## config.mk

```make
export PLATFORM = sky130hd
export DESIGN_NAME = inst_encoder
export DESIGN_NICKNAME = d
export VERILOG_FILES = /design/src/rtl/rv_fmt_pkg.sv /design/src/rtl/imm_range_check.sv /design/src/rtl/inst_encoder.sv
export SDC_FILE = /design/constraint.sdc
export NUM_CORES = 1
export LEC_CHECK = 0
export ABC_AREA = 1
export CAP_MARGIN = 20
export CORE_ASPECT_RATIO = 0.9
export CORE_MARGIN = 2
export CORE_UTILIZATION = 60
export DETAILED_ROUTE_END_ITERATION = 7
export DONT_BUFFER_PORTS = 1
export MAX_ROUTING_LAYER = met4
export PLACE_DENSITY = 0.74
export SYNTH_ARGS = -nofsm -noshare
export SYNTH_HDL_FRONTEND = slang
export SYNTH_SLANG_ARGS = --single-unit
```

## constraint.sdc

```tcl
create_clock -name clk -period 1.9 [get_ports clk]
set_input_delay 0.38 -clock clk [delete_from_list [all_inputs] [get_ports clk]]
set_output_delay 0.38 -clock clk [all_outputs]
set_load 0.02 [all_outputs]
```

## src/rtl/rv_fmt_pkg.sv

```systemverilog
// Shared RV32I format definitions: 3-bit immediate format codes, common opcodes,
// and a signed-fit helper used by both the immediate generator and the encoder.
package rv_fmt_pkg;

    typedef enum logic [2:0] {
        FMT_R  = 3'd0,
        FMT_I  = 3'd1,
        FMT_S  = 3'd2,
        FMT_SB = 3'd3,
        FMT_UJ = 3'd4,
        FMT_U  = 3'd5
    } imm_type_t;

    localparam logic [6:0] OP_LUI    = 7'h37;
    localparam logic [6:0] OP_AUIPC  = 7'h17;
    localparam logic [6:0] OP_JAL    = 7'h6F;
    localparam logic [6:0] OP_JALR   = 7'h67;
    localparam logic [6:0] OP_BRANCH = 7'h63;
    localparam logic [6:0] OP_LOAD   = 7'h03;
    localparam logic [6:0] OP_STORE  = 7'h23;
    localparam logic [6:0] OP_IMM    = 7'h13;
    localparam logic [6:0] OP_REG    = 7'h33;

    // True when value is representable as a 'bits'-wide two's complement number,
    // i.e. every bit from position bits-1 upward equals the sign bit.
    function automatic logic fits_signed(input logic [31:0] value, input int unsigned bits);
        logic [31:0] hi;
        hi = $signed(value) >>> (bits - 1);
        return (hi == '0) || (hi == '1);
    endfunction

endpackage

```

## src/rtl/imm_range_check.sv

```systemverilog
// Combinational check that an immediate fits, and is suitably aligned for,
// the instruction format it is about to be packed into.
module imm_range_check
    import rv_fmt_pkg::*;
(
    input  logic [2:0]  fmt,
    input  logic [31:0] imm,
    output logic        err
);

    always_comb begin
        err = 1'b1;
        case (fmt)
            FMT_R:         err = 1'b0;
            FMT_I, FMT_S:  err = !fits_signed(imm, 12);
            FMT_SB:        err = !fits_signed(imm, 13) || imm[0];
            FMT_UJ:        err = !fits_signed(imm, 21) || imm[0];
            FMT_U:         err = |imm[11:0];
            default:       err = 1'b1;
        endcase
    end

endmodule

```

## src/rtl/inst_encoder.sv

```systemverilog
// Two-stage valid/ready RV32I instruction encoder: S1 captures the request and
// range-checks the immediate, S2 holds the packed word, error flag and error count.
module inst_encoder
    import rv_fmt_pkg::*;
#(
    parameter int ERR_CNT_W = 16
) (
    input  logic                 clk,
    input  logic                 rst,
    input  logic                 in_valid,
    output logic                 in_ready,
    input  logic [2:0]           type_i,
    input  logic [6:0]           opcode,
    input  logic [4:0]           rd,
    input  logic [4:0]           rs1,
    input  logic [4:0]           rs2,
    input  logic [2:0]           funct3,
    input  logic [6:0]           funct7,
    input  logic [31:0]          imm,
    output logic                 out_valid,
    input  logic                 out_ready,
    output logic [31:0]          inst,
    output logic                 imm_err,
    output logic [ERR_CNT_W-1:0] err_count
);

    logic        s1_valid_reg;
    logic [2:0]  s1_type_reg;
    logic [6:0]  s1_opcode_reg;
    logic [4:0]  s1_rd_reg;
    logic [4:0]  s1_rs1_reg;
    logic [4:0]  s1_rs2_reg;
    logic [2:0]  s1_funct3_reg;
    logic [6:0]  s1_funct7_reg;
    logic [31:0] s1_imm_reg;

    logic                 s2_valid_reg;
    logic [31:0]          inst_reg;
    logic                 imm_err_reg;
    logic [ERR_CNT_W-1:0] err_count_reg;

    logic        s1_adv;
    logic        s2_adv;
    logic        s1_err;
    logic [31:0] packed_next;

    assign s2_adv   = !s2_valid_reg || out_ready;
    assign s1_adv   = !s1_valid_reg || s2_adv;
    assign in_ready = s1_adv;

    imm_range_check u_range_check (
        .fmt (s1_type_reg),
        .imm (s1_imm_reg),
        .err (s1_err)
    );

    // Out-of-range immediates are still packed, simply truncated to the field.
    always_comb begin
        packed_next = {25'b0, s1_opcode_reg};
        case (s1_type_reg)
            FMT_R:  packed_next = {s1_funct7_reg, s1_rs2_reg, s1_rs1_reg, s1_funct3_reg,
                                   s1_rd_reg, s1_opcode_reg};
            FMT_I:  packed_next = {s1_imm_reg[11:0], s1_rs1_reg, s1_funct3_reg,
                                   s1_rd_reg, s1_opcode_reg};
            FMT_S:  packed_next = {s1_imm_reg[11:5], s1_rs2_reg, s1_rs1_reg, s1_funct3_reg,
                                   s1_imm_reg[4:0], s1_opcode_reg};
            FMT_SB: packed_next = {s1_imm_reg[12], s1_imm_reg[10:5], s1_rs2_reg, s1_rs1_reg,
                                   s1_funct3_reg, s1_imm_reg[4:1], s1_imm_reg[11],
                                   s1_opcode_reg};
            FMT_UJ: packed_next = {s1_imm_reg[20], s1_imm_reg[10:1], s1_imm_reg[11],
                                   s1_imm_reg[19:12], s1_rd_reg, s1_opcode_reg};
            FMT_U:  packed_next = {s1_imm_reg[31:12], s1_rd_reg, s1_opcode_reg};
            default: packed_next = {25'b0, s1_opcode_reg};
        endcase
    end

    always_ff @(posedge clk) begin
        if (rst) begin
            s1_valid_reg  <= 1'b0;
            s1_type_reg   <= '0;
            s1_opcode_reg <= '0;
            s1_rd_reg     <= '0;
            s1_rs1_reg    <= '0;
            s1_rs2_reg    <= '0;
            s1_funct3_reg <= '0;
            s1_funct7_reg <= '0;
            s1_imm_reg    <= '0;
        end else if (s1_adv) begin
            s1_valid_reg <= in_valid;
            if (in_valid) begin
                s1_type_reg   <= type_i;
                s1_opcode_reg <= opcode;
                s1_rd_reg     <= rd;
                s1_rs1_reg    <= rs1;
                s1_rs2_reg    <= rs2;
                s1_funct3_reg <= funct3;
                s1_funct7_reg <= funct7;
                s1_imm_reg    <= imm;
            end
        end
    end

    // The output word only changes when S2 is free to advance, so it holds under stall.
    always_ff @(posedge clk) begin
        if (rst) begin
            s2_valid_reg <= 1'b0;
            inst_reg     <= '0;
            imm_err_reg  <= 1'b0;
        end else if (s2_adv) begin
            s2_valid_reg <= s1_valid_reg;
            if (s1_valid_reg) begin
                inst_reg    <= packed_next;
                imm_err_reg <= s1_err;
            end
        end
    end

    always_ff @(posedge clk) begin
        if (rst) begin
            err_count_reg <= '0;
        end else if (s2_valid_reg && out_ready && imm_err_reg &&
                     (err_count_reg != {ERR_CNT_W{1'b1}})) begin
            err_count_reg <= err_count_reg + ERR_CNT_W'(1);
        end
    end

    assign out_valid = s2_valid_reg;
    assign inst      = inst_reg;
    assign imm_err   = imm_err_reg;
    assign err_count = err_count_reg;

endmodule

```

==> flow_metrics.env <==
export IMPL_status="finished clean"
export IMPL_netlist_area_sq_um=5090
export IMPL_vdd_ir_drop_worst_mv=0.600
export IMPL_cts_htree_levels=4
export IMPL_rsz0062_at_grt="false"
export IMPL_drtAntennaViolNets=0
export IMPL_synthFlopType="dfxtp_1"
export IMPL_crit_arrival_ns=1.35
export IMPL_holdCritPathClass="in -> reg"
export IMPL_ys_seq_elements=118
export IMPL_ff2ff_path_depth=10
export IMPL_crit_path_end_kind="primary output"
export IMPL_cts_sinks=118
export IMPL_synth_net_count=791
export IMPL_switching_share_pct=27.0
export IMPL_grt_pass1_vias=4489
export IMPL_grtUsageTotal_pct=31.1
export IMPL_place_ws_ns=0.225
export IMPL_whs_path_depth=2
export IMPL_maxSlewViolCount=0
export IMPL_final_util_pct=72.1
export IMPL_yosysUniqueCellTypes=34
export IMPL_setup_tns_ns=0
export IMPL_hold_end="s1_rs1_reg[4]$_SDFFE_PP0P_"
export IMPL_hold_start="rs1[4]"
export IMPL_wirelength_mm=13.6
export IMPL_p_int_mw=4.75
export IMPL_max_freq_mhz=576
export IMPL_cp_start_kind="flop"
export IMPL_synthTopCellsByArea="dfxtp_1 46%, nor2_1 12%, nand2_1 10%, o21ai_0 8.6%, a21oi_1 5.0%"
export IMPL_firstDrtPassIters=5
export IMPL_clk_pin_slew_ns=0.06
export IMPL_cp_required_ns=1.52
export IMPL_cts_tree="done"
export IMPL_finClkSkew_ns=0.00950
export IMPL_whs_ns=0.0258
export IMPL_die_h_um=91.4
export IMPL_r2r_setup_slack_ns=0.18
export IMPL_cts_root_buf="clkbuf_8"
export IMPL_max_cap_violations=0
export IMPL_rows=31
export IMPL_post_cts_setup_buffer_count=0
export IMPL_grt_pass1_wl_mm=22.0
export IMPL_avgSynthCellArea_sq_um=7.08
export IMPL_start_util_pct=62.5
export IMPL_p_leak_nw=2.35
export IMPL_relSlewSlack_pct=47.9
export IMPL_final_hold_violation_count=0
export IMPL_die_area_sq_um=9240
export IMPL_r2r_start="err_count[0]$_SDFFE_PP0P_"
export IMPL_design_core_area_sq_um=8150
export IMPL_setup_ws_ns=0.165
export IMPL_route_detailed_drc=0
export IMPL_drive_gt1_share_pct=11.0
export IMPL_grt_max_degree=60
export IMPL_num_antenna_cells=0
export IMPL_vias=4835
export IMPL_clk_latency_ns=0.52
export IMPL_p_per_area_nw_per_um2=1110
export IMPL_p_clk_share_pct=49.0
export IMPL_async_flop_share_pct=0
export IMPL_yosysMostFrequentCell="nor2_1"
export IMPL_gp_congestion=0.922
export IMPL_synth_top_area_cell="dfxtp_1"
export IMPL_fp_dieW_um=101
export IMPL_nets=798
export IMPL_drtIter0Drc=462
export IMPL_crit_type="reg -> out"
export IMPL_viasPerCell=5.77
export IMPL_synthTopCellsByCount="161 x nor2_1, 140 x nand2_1, 118 x dfxtp_1, 88 x o21ai_0, 51 x a21oi_1"
export IMPL_place_hpwl_mm=9.42
export IMPL_wl_per_cell_um=16.2
export IMPL_syn_to_final_growth_pct=15.3
export IMPL_pwr_share_comb_pct=8.4
export IMPL_cp_max_fo=4
export IMPL_synth_seq_area_share_pct=46.4
export IMPL_cts_buffers=17
export IMPL_io_pins=122
export IMPL_path_cells="nand3_1, buf_4"
export IMPL_yosysWarningCount=0
export IMPL_clk_path_buf_depth=2
export IMPL_synth_edf_count=0
export IMPL_worst_pin_slew_ns=0.781
export IMPL_finalCritPeriodShare_pct=91.3
export IMPL_slowest_delay_ns=0.38
export IMPL_worst_path_max_delay_cell="dfxtp_1"
export IMPL_grt_ovfl_total=0
export IMPL_portBuffers=0
export IMPL_setup_viol=0
export IMPL_p_sw_mw=1.76
export IMPL_seqPwrFrac_pct=42.6
export IMPL_r2r_end="err_count[6]$_SDFFE_PP0P_"
export IMPL_antenna_found_initial=0
export IMPL_synth_top_area_share_pct=46.4
export IMPL_finalCriticalPeriod_ns=1.73
export IMPL_synthCells=719
==> cell usage in the layout, fill, tap and decap left out, types with 2 or more instances in the layout <==
cell type and n:
o211ai_1 4, buf_4 22, clkbuf_8 2, nor2_1 161, inv_8 2, nand3_2 3, bufinv_16 2, a22oi_1 5
clkinv_4 4, nor3_1 10, inv_2 3, nor2_2 2, clkbuf_16 16, xor2_1 5, nand4_1 4, buf_12 4
inv_1 35, a21oi_1 51, a32oi_1 3, nand2_1 139, o21ai_0 88, xnor2_1 2, inv_6 4, o21a_1 5
nand2_2 3, a21oi_2 5, dfxtp_1 118, nand3_1 20, or2_2 6
==> final cells by class <==
type / instances / area (sq um)
multi-input combinational: 525 / 2400
tap: 99 / 124
sequential: 118 / 2360
timing repair buffer: 26 / 245
fill: 673 / 2270
clock inverter: 14 / 165
inverter: 38 / 143
clock buffer: 18 / 428
==> critical path: cells and delay by family, from the launching register on <==
kind	cells	cell delay, ns
DFF	1	0.38
and+or+nand+nor	1	0.21
buffers and inverters	1	0.24
==> power groups by stage <==
stage	Clock [mW]	Combinational (mW)	Sequential (mW)
after detailed placement	0	0.517	2.82
after global placement	0	0.502	2.82
final	3.19	0.545	2.77
after CTS	3.22	0.541	2.77
after global routing	3.35	0.619	2.79
after floorplan	0	0.413	2.79
==> how the worst max path moves through the flow <==
stage | startpoint | endpoint | slack, ns
floorplan | err_count[0]$_SDFFE_PP0P_ | err_count[9]$_SDFFE_PP0P_ | 0.26
global placement | err_count[3]$_SDFFE_PP0P_ | err_count[6]$_SDFFE_PP0P_ | 0.28
detailed placement | err_count[0]$_SDFFE_PP0P_ | err_count[6]$_SDFFE_PP0P_ | 0.22
CTS | out_valid$_SDFFE_PP0P_ | in_ready | 0.17
global route | s1_type_reg[2]$_SDFFE_PP0P_ | inst[26]$_SDFFE_PP0P_ | 0.05
finish | out_valid$_SDFFE_PP0P_ | in_ready | 0.17
==> layer usage <==
metal	vias up	routed length, um	GRT usage (%)
li1	2359	-	-
met1	2220	5750	40.4
met2	231	6340	47.6
met3	25	1230	8.16
met4	0	255	9.46
met5	-	0	-
==> cell families after synthesis <==
group,after synthesis,synth area share (%)
flops,118,46.4
compound gates,165,17.7
buf+inv,76,6.56
simple gates,352,27.9
fa+ha+maj,1,0.246
xor+xnor,7,1.20
==> metrics by stage <==
step | cells | instance area [sq um] | power [mW]
2_1_floorplan | 719 | 5090 | 3.20
3_3_place_gp | 805 | 5250 | 3.32
3_5_place_dp | 805 | 5250 | 3.34
4_1_cts | 838 | 5870 | 6.53
5_1_grt | 838 | 5870 | 6.76
6_report | 838 | 5870 | 6.51
==> what timing repair did <==
item | 4_1_cts | 5_1_grt
endpoints found under the hold margin | 33 | 0
hold buffers | 1 | 0
endpoints found under the setup margin | 0 | 1
gates resized for setup | 0 | 1
Note: power is estimated with default switching activity, not from simulation.
